### src/rtl/seq_log_pkg.sv
// Shared defaults and types for the sequence-match logger.
package seq_log_pkg;

   localparam int DEF_TS_W  = 16;
   localparam int DEF_DEPTH = 4;
   localparam int DEF_CNT_W = 8;

   typedef logic [DEF_TS_W-1:0] ts_t;

   localparam int ptr_w = $clog2(DEF_DEPTH);

endpackage

### src/rtl/sync_fifo.sv
// Synchronous FIFO with wrap-bit pointers; a push into a full FIFO is
// accepted only when a pop frees a slot at the same edge.
module sync_fifo #(
   parameter int WIDTH = 16,
   parameter int DEPTH = 4
) (
   input  logic             clk,
   input  logic             rst,
   input  logic             push,
   input  logic [WIDTH-1:0] din,
   input  logic             pop,
   output logic [WIDTH-1:0] dout,
   output logic             full,
   output logic             empty
);

   localparam int PW = $clog2(DEPTH);

   logic [WIDTH-1:0] mem [DEPTH];
   logic [PW:0]      wr_ptr;
   logic [PW:0]      rd_ptr;
   logic             do_push;
   logic             do_pop;

   assign empty   = (wr_ptr == rd_ptr);
   assign full    = (wr_ptr[PW] != rd_ptr[PW]) &&
                    (wr_ptr[PW-1:0] == rd_ptr[PW-1:0]);
   assign do_pop  = pop & ~empty & ~rst;
   assign do_push = push & (~full | do_pop) & ~rst;

   // Head reads as zero while empty so the output is defined out of reset.
   assign dout = empty ? '0 : mem[rd_ptr[PW-1:0]];

   always_ff @(posedge clk) begin
      if (rst) begin
         wr_ptr <= '0;
         rd_ptr <= '0;
      end else begin
         if (do_push) wr_ptr <= wr_ptr + 1'b1;
         if (do_pop)  rd_ptr <= rd_ptr + 1'b1;
      end
   end

   always_ff @(posedge clk) begin
      if (do_push) mem[wr_ptr[PW-1:0]] <= din;
   end

endmodule

### src/rtl/seq_match_logger.sv
// Timestamps detector matches into a FIFO, with saturating count and sticky
// overflow. Define SEQ_LOG_EDGE_EN to log only rising edges of w.
module seq_match_logger
   import seq_log_pkg::*;
#(
   parameter int TS_W  = DEF_TS_W,
   parameter int DEPTH = DEF_DEPTH,
   parameter int CNT_W = DEF_CNT_W
) (
   input  logic             clk,
   input  logic             rst,
   input  logic             en,
   input  logic             w,
   input  logic             rd,
   output logic             valid,
   output logic [TS_W-1:0]  ts_out,
   output logic [CNT_W-1:0] count,
   output logic             overflow
);

   logic [TS_W-1:0] ts;
   logic            ev;
   logic            full;
   logic            empty;
   logic            pop_ok;

   // Free-running timestamp; each entry carries the pre-increment value.
   always_ff @(posedge clk) begin
      if (rst) ts <= '0;
      else     ts <= ts + 1'b1;
   end

`ifdef SEQ_LOG_EDGE_EN
   logic w_q;

   always_ff @(posedge clk) begin
      if (rst) w_q <= 1'b0;
      else     w_q <= w;
   end

   assign ev = en & w & ~w_q;
`else
   assign ev = en & w;
`endif

   // Handshake: ts_out is the head entry whenever valid is high; a high rd at
   // an edge where valid is high consumes it, and rd while valid is low is a
   // no-op.
   assign valid  = ~empty;
   assign pop_ok = rd & valid;

   sync_fifo #(
      .WIDTH (TS_W),
      .DEPTH (DEPTH)
   ) u_fifo (
      .clk   (clk),
      .rst   (rst),
      .push  (ev),
      .din   (ts),
      .pop   (rd),
      .dout  (ts_out),
      .full  (full),
      .empty (empty)
   );

   // Dropped events still count, so count reflects every accepted match.
   always_ff @(posedge clk) begin
      if (rst)                               count <= '0;
      else if (ev && count != {CNT_W{1'b1}}) count <= count + 1'b1;
   end

   always_ff @(posedge clk) begin
      if (rst)                        overflow <= 1'b0;
      else if (ev && full && !pop_ok) overflow <= 1'b1;
   end

endmodule

### config.mk
export PLATFORM = sky130hd
export DESIGN_NAME = seq_match_logger
export DESIGN_NICKNAME = d
export VERILOG_FILES = /design/src/rtl/seq_log_pkg.sv /design/src/rtl/sync_fifo.sv /design/src/rtl/seq_match_logger.sv
export SDC_FILE = /design/constraint.sdc
export NUM_CORES = 1
export LEC_CHECK = 0
export ABC_AREA = 0
export BUFFER_PORTS_ARGS = -buffer_cell sky130_fd_sc_hd__buf_4
export CAP_MARGIN = 20
export CELL_PAD_IN_SITES_DETAIL_PLACEMENT = 1
export CELL_PAD_IN_SITES_GLOBAL_PLACEMENT = 1
export CORE_MARGIN = 8
export CORE_UTILIZATION = 53
export DETAILED_ROUTE_END_ITERATION = 12
export PLACE_DENSITY_LB_ADDON = 0.15
export SETUP_SLACK_MARGIN = 0.02
export SLEW_MARGIN = 10
export SYNTH_ARGS = -nofsm -noshare
export SYNTH_HDL_FRONTEND = slang
export SYNTH_SLANG_ARGS = --single-unit
### constraint.sdc
create_clock -name clk -period 7.6 [get_ports clk]
set_input_delay 1.52 -clock clk [delete_from_list [all_inputs] [get_ports clk]]
set_output_delay 1.52 -clock clk [all_outputs]
set_load 0.005 [all_outputs]
==> run metrics, run 1 <==
highest-count cells in the layout ignoring fill and taps=edfxtp_1 (64), dfxtp_1 (33), buf_4 (31); vias in the first global route=~2400; WL per Instance=about 19 µm; pwr dens=approximately 230 nW/µm²; maximum vdd drop=98.1 µV; # fillers=just over 700; commonest non-fill, non-tap cell in the layout=edfxtp_1; routability cong.=just over 0.7; Iter 0 DRT Violations=between 80 and 90; final setup vio count=0; Sw Share=0.252; RSZ-0062 raised after global routing=false; total wire length=between 7000 and 8000 µm; # Max-Cap Violations=0; chip width=between 100 and 150 µm; Net Sw Power=between 200 and 300 µW; vias post-DR=between 2000 and 2500; Antenna diodes=0; met2 GRT Util=0.272; overall die height=102 µm; period utilization=0.484; Critical Path Start Type=flip-flop; Buffers on Ports=30; Clk pwr share=0.303; post-synthesis cell count=between 200 and 300; Rows=31; #FFs+latches synth=97; Worst-Skew Late Latency=~0.36 ns; Final Hold Fails=0; TNS Setup=0 ns; met1 Usage GRT=0.192; Leak Pwr=~0.0015 µW; top-area cell type share of the netlist area=0.487; sequential share of power=0.572; hold_sp=overflow$_SDFFE_PP0P_; Num CTS Buffers=9; share of post-route cells with drive strength above 1=0.224; starting density of the core=0.544; largest net degree at the start of global routing=36; Synth Cell Area=between 3000 and 4000 µm²; status=completed; GR peak layer=met2; clock sink count=just under 100; vias per cell=between 5 and 6; CTS resizes=0; Layout area overhead=12.9%; DRC=0; Setup CP Type=flip-flop to primary output; Longest Clk Path Bufs=2; Post-CTS Setup Inserts=0; root buf cell=clkbuf_8; combinational power share=0.125; worst slew pin tran=around 0.9 ns; Cell variety after synth=38; DRT Pass-1 Iters=4; main area contributors after synthesis=edfxtp_1 (49%), dfxtp_1 (17%), mux4_2 (9.1%), nor2_1 (2.9%), nor2b_1 (2.7%); Mapped Avg Cell Area=approximately 15 µm²; Final Skew=0.00820 ns; Synth area leader=edfxtp_1; initial antenna violation count=0; overall die area=~10000 µm²; CP arrival=~2.2 ns; Tot Pwr=1020 µW; CP required=6.08 ns; Worst Path Max Fanout=9; hold buffer count at CTS=0; synthesized net count=282; CTS tree=done; crit path time final=roughly 3.7 ns; Max-slew headroom=0.394; R2R Setup Slk=between 5 and 6 ns; GR Util met3=0.0347; Nets=around 320; # IOs=31; maximum clock rate=approximately 270 MHz; total track usage=0.160; post-DP HPWL=approximately 5300 µm; Setup crit end kind=primary output; register area share after synthesis=0.654; first-pass GRT wire length=12500 µm; reg2reg start=u_fifo.wr_ptr[1]$_SDFFE_PP0P_; Slew Limit Fails=0; type of the tightest min-delay check=flip-flop to flip-flop; H-Tree Depth=3; Antenna Violating Nets Remaining=0; Clock transition at path regs=approximately 0.09 ns; core footprint=7250 µm²; GRT overflow=0; Yosys Warn Count=0; Internal=roughly 760 µW
-- Yosys cell counts (all sizes together) --
master,count
edfxtp,64
dfxtp,33
nor2,30
nor2b,17
mux4,16
xnor2,11
nand2,9
inv,8
xor2,8
ha,7
o21ai,7
clkbuf,6
nand3,6
nand4,6
nor3,6
nor4,6
mux2i,5
a21oi,4
and2,4
buf,3
or3,3
a211oi,2
a31oi,2
a311oi,1
and3,1
nand2b,1
o211ai,1
o311ai,1
o31ai,1
o41ai,1
-- layer usage --
metal | up-vias | share of wire
met5 | - | 0
met4 | 0 | 0.016
met3 | 11 | 0.033
met2 | 38 | 0.50
met1 | 1139 | 0.45
li1 | 1059 | -
-- final cells by class --
type / instances / area (µm²) / area share
Sequential cell: 97 / 2580 / 0.579
Multi-Input combinational cell: 156 / 1310 / 0.293
Timing Repair Buffer: 31 / 233 / 0.0522
Clock buffer: 10 / 128 / 0.0286
Tap cell: 99 / 124 / 0.0278
Clock inverter: 6 / 52.6 / 0.0118
Inverter: 8 / 30.0 / 0.00674
-- power groups by stage --
stage | sequential [µW] | clock, µW | combinational [µW]
after floorplan | 586 | 0 | 86.7
after global placement | 595 | 0 | 126
after detailed placement | 596 | 0 | 132
after CTS | 584 | 313 | 132
after global routing | 586 | 330 | 141
final | 583 | 308 | 127
-- worst max-delay path: stages, from the launching register on --
cell and delay, ns:
dfxtp_1 0.63, buf_4 0.32, mux4_2 0.53, nor2b_1 0.15
buf_4 0.17
-- flip-flops by register name, summed over array words and instances (netlist names), named ones only --
signal and count:
u_fifo.mem 64, ts 16, count 8, u_fifo.rd_ptr 3, u_fifo.wr_ptr 3, overflow 1
-- final timing paths --
kind	endpoint	cells after the start
setup / recovery	ts_out[8]	4
hold / removal	overflow$_SDFFE_PP0P_	2
setup reg to reg	u_fifo.mem[2][1]$_DFFE_PP_	4
hold reg to reg	overflow$_SDFFE_PP0P_	2
-- per-stage QoR --
| stage | util | instance area [µm²] | hold WS, ns | instances | setup slack, ns |
|---|---|---|---|---|---|
| after floorplan | - | 3950 | 0.453 | 270 | 4.13 |
| after global placement | 0.590 | 4280 | 0.454 | 391 | 4.30 |
| after detailed placement | 0.590 | 4280 | 0.495 | 391 | 4.23 |
| after CTS | 0.614 | 4460 | 0.521 | 407 | 3.82 |
| after global routing | 0.614 | 4460 | 0.554 | 407 | 3.72 |
| final | 0.614 | 4460 | 0.514 | 407 | 3.92 |
-- cell families after synthesis --
kind of cell	after synthesis	synth area share
compound gates	20	0.0361
xor+xnor	19	0.0488
fa+ha+maj	7	0.0222
buf+inv	17	0.0177
flops	97	0.654
mux	21	0.104
simple gates	89	0.117
(Power assumes the default switching activity.)
==> run 2: changes to the inputs <==
- CORE_UTILIZATION: 53 -> 45
- clock period: 7.6 -> 3.3 ns (I/O delays scaled with it)
==> run 2 against run 1 <==
  * Combinational power is 150% higher
  * Sequential power is 130% higher
  * Worst setup slack worse by 3.3 ns
  * Design area is 1.4% higher
  * Register-to-register slack got worse by 4.2 ns
  * Critical path type unchanged
  * Largest cell class unchanged
  * Largest power group unchanged
==> run metrics, run 2 (synthesis gave the netlist of run 1 again) <==
hold buffer count at CTS=0 (unchanged); CP Cell Sequence=xor2_4 -> nor3_4 -> nor2b_1 -> buf_4; clock sink count=97 (unchanged); final setup vio count=0 (unchanged); Rows=34 (+9.7%); CTS tree=done; Antenna diodes=0 (unchanged); TNS Setup=0 ns (unchanged); Setup crit end kind=primary output; type of the tightest min-delay check=flip-flop to flip-flop; Finished Cell Area=4520 µm² (+1.4%); maximum clock rate=between 300 and 400 MHz; first-pass GRT wire length=12800 µm (+2.7%); Slowest Stage Delay on Critical Path=0.69 ns (+0.06 ns); H-Tree Depth=3 (unchanged); # IOs=31 (unchanged); max reg flops=64 (unchanged); Worst Path Max Fanout=17 (+8); CP startpoint=u_fifo.rd_ptr[0]$_SDFFE_PP0N_; overall die height=110 µm (+7.2%); CP arrival=1.99 ns (-0.17 ns); Final Hold Fails=0 (unchanged); Antenna Violating Nets Remaining=0 (unchanged); pwr dens=537 nW/µm² (+130%); dpl cell area=4320 µm² (+0.99%); share of post-route cells with drive strength above 1=0.236 (+0.0124); Placed Cells=405 (+3.6%); Setup CP Type=flip-flop to primary output; Final Skew=0.00724 ns (-0.000963 ns); multi-input logic area=1300 µm² (-0.48%); DRC=0 (unchanged); largest net degree at the start of global routing=36 (unchanged); Iter 0 DRT Violations=121 (+39%); CTS resizes=0 (unchanged); Leak Pwr=0.00155 µW (+1.8%); reg2reg start=u_fifo.wr_ptr[1]$_SDFFE_PP0P_; Layout Utilization=0.523 (-0.0910); Longest Clk Path Bufs=2 (unchanged); maximum vdd drop=234 µV (+140%); vias per cell=5.37 (-2.8%); CP required=2.64 ns (-3.44 ns); commonest non-fill, non-tap cell in the layout=edfxtp_1; worst slew pin tran=0.806 ns (-0.103 ns); vias post-DR=2259 (+0.53%); root buf cell=clkbuf_8; initial antenna violation count=0 (unchanged); core footprint=8640 µm² (+19%); Worst R2R End=u_fifo.mem[2][15]$_DFFE_PP_; Clock transition at path regs=0.10 ns (about the same); Nets=320 (+1.6%); status=completed; chip width=110 µm (+7.2%); Worst Setup EP=ts_out[15]; Num CTS Buffers=9 (unchanged); vias in the first global route=2438 (+1.0%); WL per Instance=18.7 µm (-0.27%); DRT Pass-1 Iters=4 (unchanged); crit path time final=approximately 2.7 ns; FF+latch area=2580 µm² (unchanged); RSZ-0062 raised after global routing=false; period utilization=0.804; post-route insts no fill=421 (+3.4%); # Max-Cap Violations=0 (unchanged); Max-slew headroom=0.461 (+0.0672); overall die area=12000 µm² (+15%); cells on worst reg2reg path=5 (+1); # fillers=861 (+18%); routability cong.=0.698 (-3.3%); highest-count cells in the layout ignoring fill and taps=edfxtp_1 (64), buf_4 (36), dfxtp_1 (33); post-DP HPWL=5230 µm (-0.58%); total track usage=0.141 (-0.0193); Worst-Skew Late Latency=0.35 ns (about the same); GRT overflow=0 (unchanged); R2R Setup Slk=1.11 ns (-4.21 ns); Slowest cell on crit path=nor3_4; Layout area overhead=14.5%; total wire length=7870 µm (+3.2%); starting density of the core=0.457 (-0.0872); Buffers on Ports=30 (unchanged); Critical Path Start Type=flip-flop; Slew Limit Fails=0 (unchanged); Post-CTS Setup Inserts=0 (unchanged)
run 2: worst min path at each step:
stage	start	end	slack (ns)	depth (start not counted)
after global placement	overflow$_SDFFE_PP0P_	overflow$_SDFFE_PP0P_	0.45	2
final	overflow$_SDFFE_PP0P_	overflow$_SDFFE_PP0P_	0.49	2
after detailed placement	overflow$_SDFFE_PP0P_	overflow$_SDFFE_PP0P_	0.48	2
after CTS	overflow$_SDFFE_PP0P_	overflow$_SDFFE_PP0P_	0.50	2
after floorplan	ts[0]$_SDFF_PP0_	ts[0]$_SDFF_PP0_	0.45	1
after global routing	overflow$_SDFFE_PP0P_	overflow$_SDFFE_PP0P_	0.53	2
run 2: critical path: cells and delay by family (launching register included):
| kind | cells | cell delay [ns] |
|---|---|---|
| simple gates | 2 | 0.82 |
| flops | 1 | 0.49 |
| buf+inv | 1 | 0.17 |
| xor+xnor | 1 | 0.16 |
run 2: layer usage:
layer  up-vias  routed length, µm  global-route usage  part of all wire
met1      1145               3570               0.173              0.45
met5         -                  0                   0                 0
met3         9                262              0.0246             0.033
met2        33               3920               0.241              0.50
li1       1072                  -                   -                 -
met4         0                118              0.0579             0.015
run 2: through the flow:
stage	hold slack [ns]	total power [µW]	setup WS, ns
finish	0.491	2430	0.647
global route	0.531	2520	0.479
CTS	0.502	2460	0.559
detailed placement	0.479	1680	0.943
global placement	0.451	1670	1.01
floorplan	0.453	1550	0.685
run 2: area by class of cell:
type,count,share of cell area
Sequential cell,97,0.571
Multi-Input combinational cell,156,0.288
Timing Repair Buffer,36,0.0598
Tap cell,108,0.0299
Clock buffer,9,0.0274
Clock inverter,7,0.0172
Inverter,8,0.00664
run 2: where the power goes:
group	total, µW	switching (µW)	internal (µW)	leakage, µW
sequential	1330	24.2	1310	0.000856
combinational	312	147	166	0.000599
clock	783	425	359	0.0000958
total	2430	595	1830	0.00155
==> run 3: changes to the inputs <==
- ABC_AREA: 0 -> 1
- CORE_UTILIZATION: 45 -> 42
- clock period: 3.3 -> 2.1 ns (I/O delays scaled with it)
==> run 3 against run 2 <==
  * Critical path depth up 2
  * Largest cell class unchanged
  * Design area rose by 10%
  * Highest routed layer unchanged
  * Die area grew 11%
  * Clock-buffer cell count increased by 3
  * Combinational power grew 83%
  * Clock power is 75% higher
==> run metrics, run 3 <==
sequential share of power=0.518 (-0.030); RSZ-0062 raised after global routing=true; routability cong.=0.737 (+5.6%); highest-count cells in the layout ignoring fill and taps=nor2_1 (82), nand2_1 (67), edfxtp_1 (64); Sw Share=0.242 (-0.00393); Net Sw Power=974 µW (+64%); Mapped Avg Cell Area=9.91 µm² (-32%); vias per cell=5.10 (-4.9%); share of post-route cells with drive strength above 1=0.166 (-0.0705); total wire length=10000 µm (+27%); Layout area overhead=20.0%; worst slew pin tran=0.454 ns (-0.352 ns); Iter 0 DRT Violations=125 (+3.3%); Worst-Skew Late Latency=0.37 ns (+0.02 ns); Internal=3060 µW (+67%); initial antenna violation count=0 (unchanged); Post-synth ARST share=0 (unchanged); commonest non-fill, non-tap cell in the layout=nor2_1; largest family of logic cells by synthesized area=simple AND/OR/NAND/NOR gates; Worst Path Max Fanout=16 (-1); clock sink count=97 (unchanged); Rows=36 (+5.9%); Synth Area in Adders=0.0211 (-0.00108); Max-slew headroom=0.697 (+0.236); Compound-Gate Fraction of Synth Area=0.0886 (+0.0525); Buffers on Ports=30 (unchanged); core footprint=9680 µm² (+12%); # Max-Cap Violations=0 (unchanged); total track usage=0.156 (+0.0147); vias post-DR=3045 (+35%); Antenna diodes=0 (unchanged); CP required=1.68 ns (-0.96 ns); Nets=471 (+47%); crit path time final=just under 2 ns; GRT overflow=0 (unchanged); post-DP HPWL=6440 µm (+23%); Critical Path Start Type=flip-flop; Synth Area in Simple Gates=0.190 (+0.0723); combinational power share=0.141 (+0.012); top-area cell type share of the netlist area=0.463 (-0.0238); DRC=0 (unchanged); CTS tree=done; maximum clock rate=505 MHz; Clock transition at path regs=0.08 ns (-0.02 ns); synthesized net count=431 (+53%); Post-synth top cells=nor2_1 (82), nand2_1 (67), edfxtp_1 (64); Synth Cell Area=4150 µm² (+5.1%); Post-CTS Setup Inserts=0 (unchanged); period utilization=0.942; H-Tree Depth=3 (unchanged); type of the tightest min-delay check=primary input to flip-flop; Synth area leader=edfxtp_1; # IOs=31 (unchanged); main area contributors after synthesis=edfxtp_1 (46%), dfxtp_1 (16%), nor2_1 (7.4%), nand2_1 (6.1%), inv_1 (4.3%); overall die area=13300 µm² (+11%); pwr dens=809 nW/µm² (+51%); largest net degree at the start of global routing=33 (-8.3%); Tot Pwr=4030 µW (+66%); WL per Instance=16.8 µm (-10%); first-pass GRT wire length=16100 µm (+26%); Setup crit end kind=primary output; Final Skew=0.00932 ns (+0.00209 ns); Num CTS Buffers=9 (unchanged); status=completed; #FFs+latches synth=97 (unchanged); chip width=115 µm (+5.2%); DRT Pass-1 Iters=4 (unchanged); Layout Utilization=0.515 (-0.00887); Final Hold Fails=0 (unchanged); maximum vdd drop=386 µV (+65%); post-synthesis mux area share=0 (-0.104); number of synthesized flops with an enable pin=64 (unchanged); overall die height=115 µm (+5.2%); post-synthesis cell count=419 (+55%); xor/xnor cell area share of the yosys netlist=0.0187 (-0.0301); worst hold slack=0.399 ns (-0.0918 ns); Cell variety after synth=24 (-37%); Slew Limit Fails=0 (unchanged); register area share after synthesis=0.622 (-0.0319); top_reg_cell synth=edfxtp_1; Leak Pwr=0.00198 µW (+28%); Yosys Warn Count=0 (unchanged); Antenna Violating Nets Remaining=0 (unchanged); final setup vio count=0 (unchanged); vias in the first global route=3294 (+35%); Longest Clk Path Bufs=2 (unchanged); # fillers=1099 (+28%); Setup CP Type=flip-flop to primary output; Clk pwr share=0.341 (+0.018); CP arrival=1.56 ns (-0.43 ns); root buf cell=clkbuf_8; most frequent cell after synthesis=nor2_1; starting density of the core=0.429 (-0.0286); max reg flops=64 (unchanged)
## run 3: power by group through the flow
stage                     Combinational [µW]  Sequential (µW)  Clock, µW
final                                    570             2090       1370
after global routing                     639             2090       1470
after CTS                                525             2080       1410
after detailed placement                 510             2130          0
after global placement                   491             2120          0
after floorplan                          272             2120          0
## run 3: layout make-up
cell class,count,area [µm²],share of cell area
flip-flops and latches,97,2590,0.519
multi-input cells,258,1350,0.271
repair buffers,43,462,0.0926
inverters,50,190,0.0382
well taps,133,166,0.0334
clock buffers,12,155,0.0311
clock inverters,4,72.6,0.0146
## run 3: path summary, 6_finish.rpt
kind	startpoint	end	slack (ns)	cells after the start
worst max-delay path	flip-flop	ts_out[11]	0.12	6
worst min-delay path	rd	overflow$_SDFFE_PP0P_	0.40	3
worst max register to register	u_fifo.wr_ptr[0]$_SDFFE_PP0P_	u_fifo.mem[0][6]$_DFFE_PP_	0.35	9
worst min register to register	overflow$_SDFFE_PP0P_	overflow$_SDFFE_PP0P_	0.48	1
## run 3: repair_timing
| item | in CTS | in global routing |
|---|---|---|
| setup endpoints to repair | 16 | 16 |
| cloned | 0 | 3 |
| hold endpoints to repair | 0 | 0 |
| hold buffers | 0 | 0 |
| gates resized for setup | 4 | 8 |
## run 3: cell families after synthesis
family	count (synthesis)
simple gates	182
flops	97
buf+inv	64
compound gates	61
xor+xnor	8
fa+ha+maj	7
## run 3: routing by layer
metal  share of wire  routed length (µm)  GRT usage  vias up
met2            0.50                4970      0.269       37
met1            0.46                4610      0.185     1509
li1                -                   -          -     1487
met4           0.019                 188     0.0736        0
met3           0.023                 231     0.0266       12
met5               0                   0          0        -
## run 3: critical path, stage by stage, from the launching register on
cell     delay (ns)
dfxtp_4        0.42
buf_12         0.16
nor2_1         0.06
o32ai_2        0.30
nand2_1        0.09
inv_1          0.06
buf_4          0.10
## run 3: stage by stage
stage | setup slack [ns] | TNS [ns] | instance area (µm²) | instances
5_1_grt | -0.00836 | -0.00836 | 4980 | 597
6_report | 0.121 | 0 | 4980 | 597
4_1_cts | 0.0359 | 0 | 4890 | 594
3_3_place_gp | 0.355 | 0 | 4630 | 578
3_5_place_dp | 0.234 | 0 | 4630 | 578
2_1_floorplan | -0.0462 | -2.22 | 4150 | 419
